--- src/rtl/pipe_hazard_ctrl.sv ---
// Decode-stage interlock and forwarding scheduler: tracks EX/MEM/WB destination
// tags, produces stall/flush/forward selects, sequences ECALL drain and halt.
module pipe_hazard_ctrl #(
   parameter int unsigned CNT_W = 32
) (
   input  logic             clk,
   input  logic             rst_n,
   input  logic             id_valid,
   input  logic [4:0]       id_rs1,
   input  logic [4:0]       id_rs2,
   input  logic             id_rs1_used,
   input  logic             id_rs2_used,
   input  logic [4:0]       id_rd,
   input  logic             id_rd_wen,
   input  logic             id_is_load,
   input  logic             id_ecall,
   input  logic             es_allowin,
   input  logic             br_jmp_flag,
   output logic             stall_flag,
   output logic             flush_id,
   output logic [1:0]       fwd_rs1_sel,
   output logic [1:0]       fwd_rs2_sel,
   output logic             issue,
   output logic             halted,
   output logic [CNT_W-1:0] stall_cnt
);

   typedef struct packed {
      logic       v;
      logic [4:0] rd;
      logic       wen;
      logic       ld;
   } tag_t;

   typedef enum logic [1:0] {RUN, DRAIN, HALT} state_t;

   tag_t   ex_q, mem_q, wb_q, ex_d;
   state_t state;
   logic   running, br_eff, load_use, drain_done;

   function automatic logic hit(input tag_t t, input logic [4:0] r);
      return t.v & t.wen & (t.rd != 5'd0) & (t.rd == r);
   endfunction

   // A load in EX cannot forward yet, so the search falls through to MEM/WB.
   function automatic logic [1:0] fwd_of(input tag_t ex, input tag_t mem,
                                         input tag_t wb, input logic [4:0] r);
      if (hit(ex, r) && !ex.ld) return 2'd1;
      if (hit(mem, r))          return 2'd2;
      if (hit(wb, r))           return 2'd3;
      return 2'd0;
   endfunction

   always_comb begin
      running     = (state == RUN);
      // Once draining, the ECALL is older than anything in EX, so branches are ignored.
      br_eff      = br_jmp_flag & running;
      load_use    = ex_q.v & ex_q.ld &
                    ((id_rs1_used & hit(ex_q, id_rs1)) | (id_rs2_used & hit(ex_q, id_rs2)));
      stall_flag  = id_valid & (load_use | !running) & !br_eff;
      flush_id    = br_eff & id_valid;
      issue       = id_valid & !stall_flag & !flush_id & es_allowin;
      fwd_rs1_sel = fwd_of(ex_q, mem_q, wb_q, id_rs1);
      fwd_rs2_sel = fwd_of(ex_q, mem_q, wb_q, id_rs2);
      ex_d        = '0;
      if (issue) begin
         ex_d.v   = 1'b1;
         ex_d.rd  = id_rd;
         ex_d.wen = id_rd_wen & !id_ecall;
         ex_d.ld  = id_is_load;
      end
      // Emptiness judged on the tag values this edge will produce.
      drain_done  = es_allowin ? (!ex_q.v & !mem_q.v) : (!ex_q.v & !mem_q.v & !wb_q.v);
   end

   always_ff @(posedge clk) begin
      if (!rst_n) begin
         ex_q   <= '0;
         mem_q  <= '0;
         wb_q   <= '0;
         state  <= RUN;
         halted <= 1'b0;
      end else begin
         if (es_allowin) begin
            wb_q  <= mem_q;
            mem_q <= ex_q;
            ex_q  <= ex_d;
         end
         case (state)
            RUN:     if (issue && id_ecall) state <= DRAIN;
            DRAIN:   if (drain_done) begin
                        state  <= HALT;
                        halted <= 1'b1;
                     end
            HALT:    halted <= 1'b1;
            default: state <= RUN;
         endcase
      end
   end

   always_ff @(posedge clk) begin
      if (!rst_n)
         stall_cnt <= '0;
      else if (stall_flag && (stall_cnt != '1))
         stall_cnt <= stall_cnt + {{(CNT_W-1){1'b0}}, 1'b1};
   end

endmodule

--- config.mk ---
export PLATFORM = sky130hd
export DESIGN_NAME = pipe_hazard_ctrl
export DESIGN_NICKNAME = d
export VERILOG_FILES = /design/src/rtl/pipe_hazard_ctrl.sv
export SDC_FILE = /design/constraint.sdc
export NUM_CORES = 1
export LEC_CHECK = 0
export ABC_AREA = 1
export BUFFER_PORTS_ARGS = -buffer_cell sky130_fd_sc_hd__buf_2
export CELL_PAD_IN_SITES_DETAIL_PLACEMENT = 0
export CELL_PAD_IN_SITES_GLOBAL_PLACEMENT = 2
export CORE_UTILIZATION = 30
export DETAILED_ROUTE_END_ITERATION = 8
export PLACE_DENSITY = 0.87
export SETUP_SLACK_MARGIN = 0.15
export SYNTH_ARGS = -nofsm -noshare
export SYNTH_HDL_FRONTEND = slang
export SYNTH_SLANG_ARGS = --single-unit
--- constraint.sdc ---
create_clock -name clk -period 2.1 [get_ports clk]
set_clock_uncertainty 0.2 [all_clocks]
set_input_delay 0.315 -clock clk [delete_from_list [all_inputs] [get_ports clk]]
set_output_delay 0.315 -clock clk [all_outputs]
set_load 0.05 [all_outputs]
-- Yosys cells after proc, flatten, opt, wreduce, memory -nomap -nowiden
Index checks and enable logic that the tools add are counted.
- add/subtract/negate cells: 1
- eq/ne operators: 11
- multiplexer cells: 31
- bitwise logic cells: 29
- reductions and logical operators: 20
- operator list (operator ; number):
    adder 32 x 1 -> 32 bit, second input constant ; 1
    inequality test 32 bit, second input constant ; 1
    equality test 5 bit ; 6
    2-to-1 mux 2 bit ; 14
    bitwise AND 1 bit ; 26
    nonzero test 5 bit ; 3
    2-to-1 mux 1 bit ; 14
    zero test 1 bit ; 9
    2-to-1 mux 8 bit ; 1
    case mux 2 bit (3 select lines) ; 1
    logical AND 1 bit ; 4
    AND reduction 3 bit ; 1
    equality test 2 x 1 -> 1 bit, second input constant ; 1
    equality test 2 bit, second input constant ; 1
    zero test 2 bit ; 1
    inequality test 2 x 1 -> 1 bit, second input constant ; 1
    inequality test 2 bit, second input constant ; 1
    OR 1 bit ; 2
    case mux 1 bit (2 select lines) ; 1
    AND reduction 2 bit ; 1
    nonzero test 2 bit ; 1
    inverter 1 bit ; 1
- register bits after elaboration: 57
- input bits: 25
- output and inout port bits: 40
- word-level logic and storage cells: 105

-- Depth between registers and ports, before layout
- word-level depth: 16
- mapped depth: 13
- depth with buffers taken out: 13

-- Least setup slack after synthesis
OpenSTA, ideal clock, no wires.
- path kind: register -> register
- start point: register stall_cnt[1]
- end point: register stall_cnt[2]
- arrival time: 2008 ps
- required time: 1768 ps
- setup slack: -240 ps
- cell stages (with the launch flop): 11
- buffers on the path: 2
- clock period less this slack: 2340 ps
- cell sequence: dfxtp_1 -> ha_1 -> nand2_1 -> nor2_2 -> nand4_1 -> nor2_1 -> nand4_2 -> buf_6 -> buf_2 -> nand4_1 -> a21oi_1
- word-level cells in the longest chain between the ends: 2
- elaborated cells on any way between the ends: 3
- those cells by class: 1 x add/sub; 1 x eq/ne; 1 x reduce/logical
- RTL lines (what ; line ; source):
    start: declaration ; 25 ; output logic [CNT_W-1:0] stall_cnt
    start signal: assignment ; 105 ; stall_cnt <= stall_cnt + {{(CNT_W-1){1'b0}}, 1'b1};
    branches (longest 2 deep; another with adder 32 x 1 -> 32 bit) ; n/a ;
Parallel ways; which one is timed is not known.
A chain may end at the register's enable or synchronous reset.

-- Worst setup path in the final report
- start point: register wb_q[5] in the netlist's numbering
- end point: output fwd_rs2_sel[1]
- word-level cells in the longest chain between the ends: 9
- elaborated cells on any way between the ends: 11
- those cells by class: 1 x eq/ne; 7 x mux; 2 x bitwise; 1 x reduce/logical
- RTL lines (what ; line ; source):
    start: declaration ; 37 ; tag_t ex_q, mem_q, wb_q, ex_d;
    start signal: assignment ; 85 ; wb_q <= mem_q;
    nonzero test 5 bit ; 42 ; return t.v & t.wen & (t.rd != 5'd0) & (t.rd == r);
    bitwise AND 1 bit ; 42 ;
    bitwise AND 1 bit * ; 42 ;
    2-to-1 mux 1 bit (2 in a row) ; 50 ; if (hit(wb, r)) return 2'd3;
    2-to-1 mux 1 bit ; 49 ; if (hit(mem, r)) return 2'd2;
    2-to-1 mux 2 bit * ; 51 ; return 2'd0;
    2-to-1 mux 2 bit * ; 50 ;
    2-to-1 mux 2 bit * ; 49 ;
    end: declaration ; 22 ; output logic [1:0] fwd_rs2_sel,
Mark *: on every way between the ends. The rest lies on a longest branch, timed or not. The select of a mux whose other input is x is not followed.

==> results.sh <==
export IMPL_outcome="complete, but fails checks"
export IMPL_violations="setup timing"
export IMPL_routed_wl_um=11120
export IMPL_holdWs_ns=0.02646
export IMPL_dieArea_um2=12210
export IMPL_cp_num_buf_inv=4
export IMPL_r2r_start="ex_q[3]$_SDFFE_PN0P_"
export IMPL_total_power_mw=2.803
export IMPL_fillers=1218
export IMPL_synth_edf_count=0
export IMPL_cp_end_kind="output port"
export IMPL_slowest_delay_ns=0.37
export IMPL_regToRegEndpoint="stall_cnt[27]$_SDFFE_PN0P_"
export IMPL_gr_total_overflow=0
export IMPL_critPathRequiredTime_ns=1.58
export IMPL_fin_ws_ns=-0.09251
export IMPL_avgSynthCellArea_um2=6.551
export IMPL_final_common_cell="nand2_1"
export IMPL_rsz0062_at_grt="true"
export IMPL_wire_per_inst_um=14.38
export IMPL_path_max_fanout=3
export IMPL_clk_pin_slew_ns=0.05
export IMPL_cp_top_family="simple AND/OR/NAND/NOR gates"
export IMPL_synthArstFlopShare_pct=0
export IMPL_die_h_um=110.5
export IMPL_antenna_found_initial=0
export IMPL_drt_pre_antenna_iters=5
export IMPL_grt_max_degree=30
export IMPL_cts_buffers=9
export IMPL_track_usage_pct=18.88
export IMPL_synth_ff_type="dfxtp_1"
export IMPL_r2r_setup_slack_ns=0.12
export IMPL_worstHoldStart="id_rd[1]"
export IMPL_num_vias=3827
export IMPL_port_buffers=64
export IMPL_grt_pass1_vias=3541
export IMPL_ys_seq_area_share_pct=32.32
export IMPL_grt_pass1_wl_um=18370
export IMPL_rows=39
export IMPL_gp_congestion=0.8651
export IMPL_syn_area_um2=3531
export IMPL_hpwl_um=8263
export IMPL_start_kind="flip-flop"
export IMPL_mostFrequentLayoutCells="nand2_1, nor2_1, buf_2"
export IMPL_ys_ff_latch=57
export IMPL_reg2regPathDepth=14
export IMPL_max_cap_violations=0
export IMPL_hold_end="ex_q[3]$_SDFFE_PN0P_"
export IMPL_start_util_pct=30.79
export IMPL_hold_viol=0
export IMPL_post_route_period_util_pct=104.4
export IMPL_synth_nets=565
export IMPL_avgViaCountPerCell=4.951
export IMPL_arrival_ns=1.68
export IMPL_final_layout_size_suffix_gt1_share_pct=30.79
export IMPL_syn_inst=539
export IMPL_fin_cells=773
export IMPL_cts_tree="done"
export IMPL_post_place_cells=751
export IMPL_path_class="flip-flop to output port"
export IMPL_crit_start="wb_q[5]$_SDFFE_PN0P_"
export IMPL_ios=65
export IMPL_fp_dieW_um=110.5
export IMPL_drt_iter0_markers=200
export IMPL_cts_hold_buf=0
export IMPL_leakagePower_nw=2.037
export IMPL_dp_slack_ns=-0.1245
export IMPL_clock_path_buffers=2
export IMPL_crit_chain="buf_6, nor3_2, nand2_1, nand3_4, nor4_4, inv_1, nand2_1, nand2_2, clkinvlp_4, buf_8"
export IMPL_crit_top_cell="nand2_1"
export IMPL_fin_crit_ns=2.193
export IMPL_ant_nets=0
export IMPL_maxSlewViolCount=0
export IMPL_cp_slowest_cell="dfxtp_4"
export IMPL_yosysWarnings=0
export IMPL_fmax_mhz=456.1
export IMPL_clockRootBuffer="clkbuf_16"
export IMPL_irDropWorstVdd_v=0.0002707
export IMPL_synth_cell_types=27
export IMPL_hold_class="input port to flip-flop"
export IMPL_final_util_pct=42.27
export IMPL_place_area_um2=4213
export IMPL_slew_limit_headroom_pct=75.53
export IMPL_hold_path_depth=3
export IMPL_fin_tns_setup_ns=-0.3049
export IMPL_drc=0
export IMPL_final_setup_viol_count=6
export IMPL_p_per_area_nw_per_um2=578.3
export IMPL_clock_latency_ns=0.34
export IMPL_cts_max_level=3
export IMPL_coreArea_um2=11470
export IMPL_fin_nets=651
export IMPL_worstMarginPinSlew_ns=0.3643
export IMPL_final_area_um2=4847
export IMPL_antennaDiodeCount=0
export IMPL_cts_sinks=57
export IMPL_area_growth_pct=37.28
-- routing by layer --
layer  vias to the layer above  part of all wire [%]  global-route usage [%]
li1                       1936                     -                       -
met1                      1769                    51                   27.22
met2                       110                    42                   27.45
met3                        12                   5.4                   4.501
met4                         0                   1.5                   6.044
met5                         -                     0                       0
-- layout make-up --
cell class,count,area [um^2],share of cell area [%]
Timing Repair Buffer,96,713.2,14.71
Clock inverter,3,15.01,0.3098
Multi-Input combinational cell,419,2285,47.13
Sequential cell,57,1215,25.06
Inverter,42,170.2,3.511
Tap cell,143,178.9,3.691
Clock buffer,13,270.3,5.576
-- synthesized netlist by cell type, types with 2 or more instances --
cell | count | area (um^2)
or2_2 | 2 | 12.51
nand3b_1 | 3 | 22.52
nand2_1 | 146 | 548.0
nand3_2 | 3 | 30.03
dfxtp_1 | 57 | 1141
inv_2 | 3 | 11.26
nand4_1 | 38 | 237.7
buf_2 | 6 | 30.03
nand3_1 | 16 | 80.08
clkbuf_1 | 10 | 37.54
a21oi_1 | 43 | 215.2
nor2_2 | 2 | 12.51
xor2_1 | 34 | 297.8
nor3_1 | 16 | 80.08
xnor2_1 | 18 | 157.7
buf_6 | 4 | 45.04
nor4_1 | 2 | 12.51
nand2_2 | 2 | 12.51
nor2_1 | 76 | 285.3
o21ai_0 | 14 | 70.07
inv_1 | 38 | 142.6
-- how the worst max path moves through the flow --
| stage | end | slack [ns] | cells after the start |
|---|---|---|---|
| final | fwd_rs2_sel[1] | -0.09 | 10 |
| after global routing | stall_flag | -0.23 | 10 |
| after detailed placement | fwd_rs2_sel[1] | -0.12 | 9 |
| after floorplan | stall_cnt[23]$_SDFFE_PN0P_ | 0.15 | 9 |
| after CTS | stall_flag | -0.14 | 10 |
| after global placement | fwd_rs1_sel[1] | -0.11 | 9 |
-- worst reg2reg max path, stage by stage, from the launching register on --
cell and delay (ns):
dfxtp_4 0.37, inv_4 0.06, nand2_1 0.04, nand2_1 0.11, nand3_2 0.09, nor2_2 0.10, nand3_1 0.07, nand2_1 0.08
nand2_2 0.08, buf_4 0.16, nand2_8 0.08, buf_6 0.12, buf_16 0.12, nand4_1 0.10, a21oi_2 0.14
-- cell families (layout without fill, tap and decap cells) --
logic type | Yosys count | after routing | share of synthesized area (%)
AO/OA/AOI/OAI | 58 | 58 | 8.328
AND/OR/NAND/NOR | 308 | 308 | 38.34
buffers and inverters | 63 | 154 | 7.760
adder cells (fa/ha/maj) | 1 | 1 | 0.3543
XOR/XNOR | 52 | 52 | 12.90
flip-flops | 57 | 57 | 32.32
-- report_power, final --
part	total, mW	switching (mW)	internal (mW)
Combinational	0.293	0.169	0.125
Clock	1.38	0.496	0.886
Sequential	1.13	0.0308	1.10
-- sequential cells by signal, summed over array words and instances, names as in the netlist --
name	cells
stall_cnt	32
wb_q	7
ex_q	8
state	2
halted	1
mem_q	7
-- timing repair --
| action | 4_1_cts | 5_1_grt |
|---|---|---|
| resized for setup | 62 | 21 |
| endpoints found under the setup margin | 42 | 46 |
| cloned | 1 | 0 |
| buffers inserted | 2 | 3 |
| pin swaps | 6 | 20 |
Note: power is estimated with default switching activity, not from simulation.
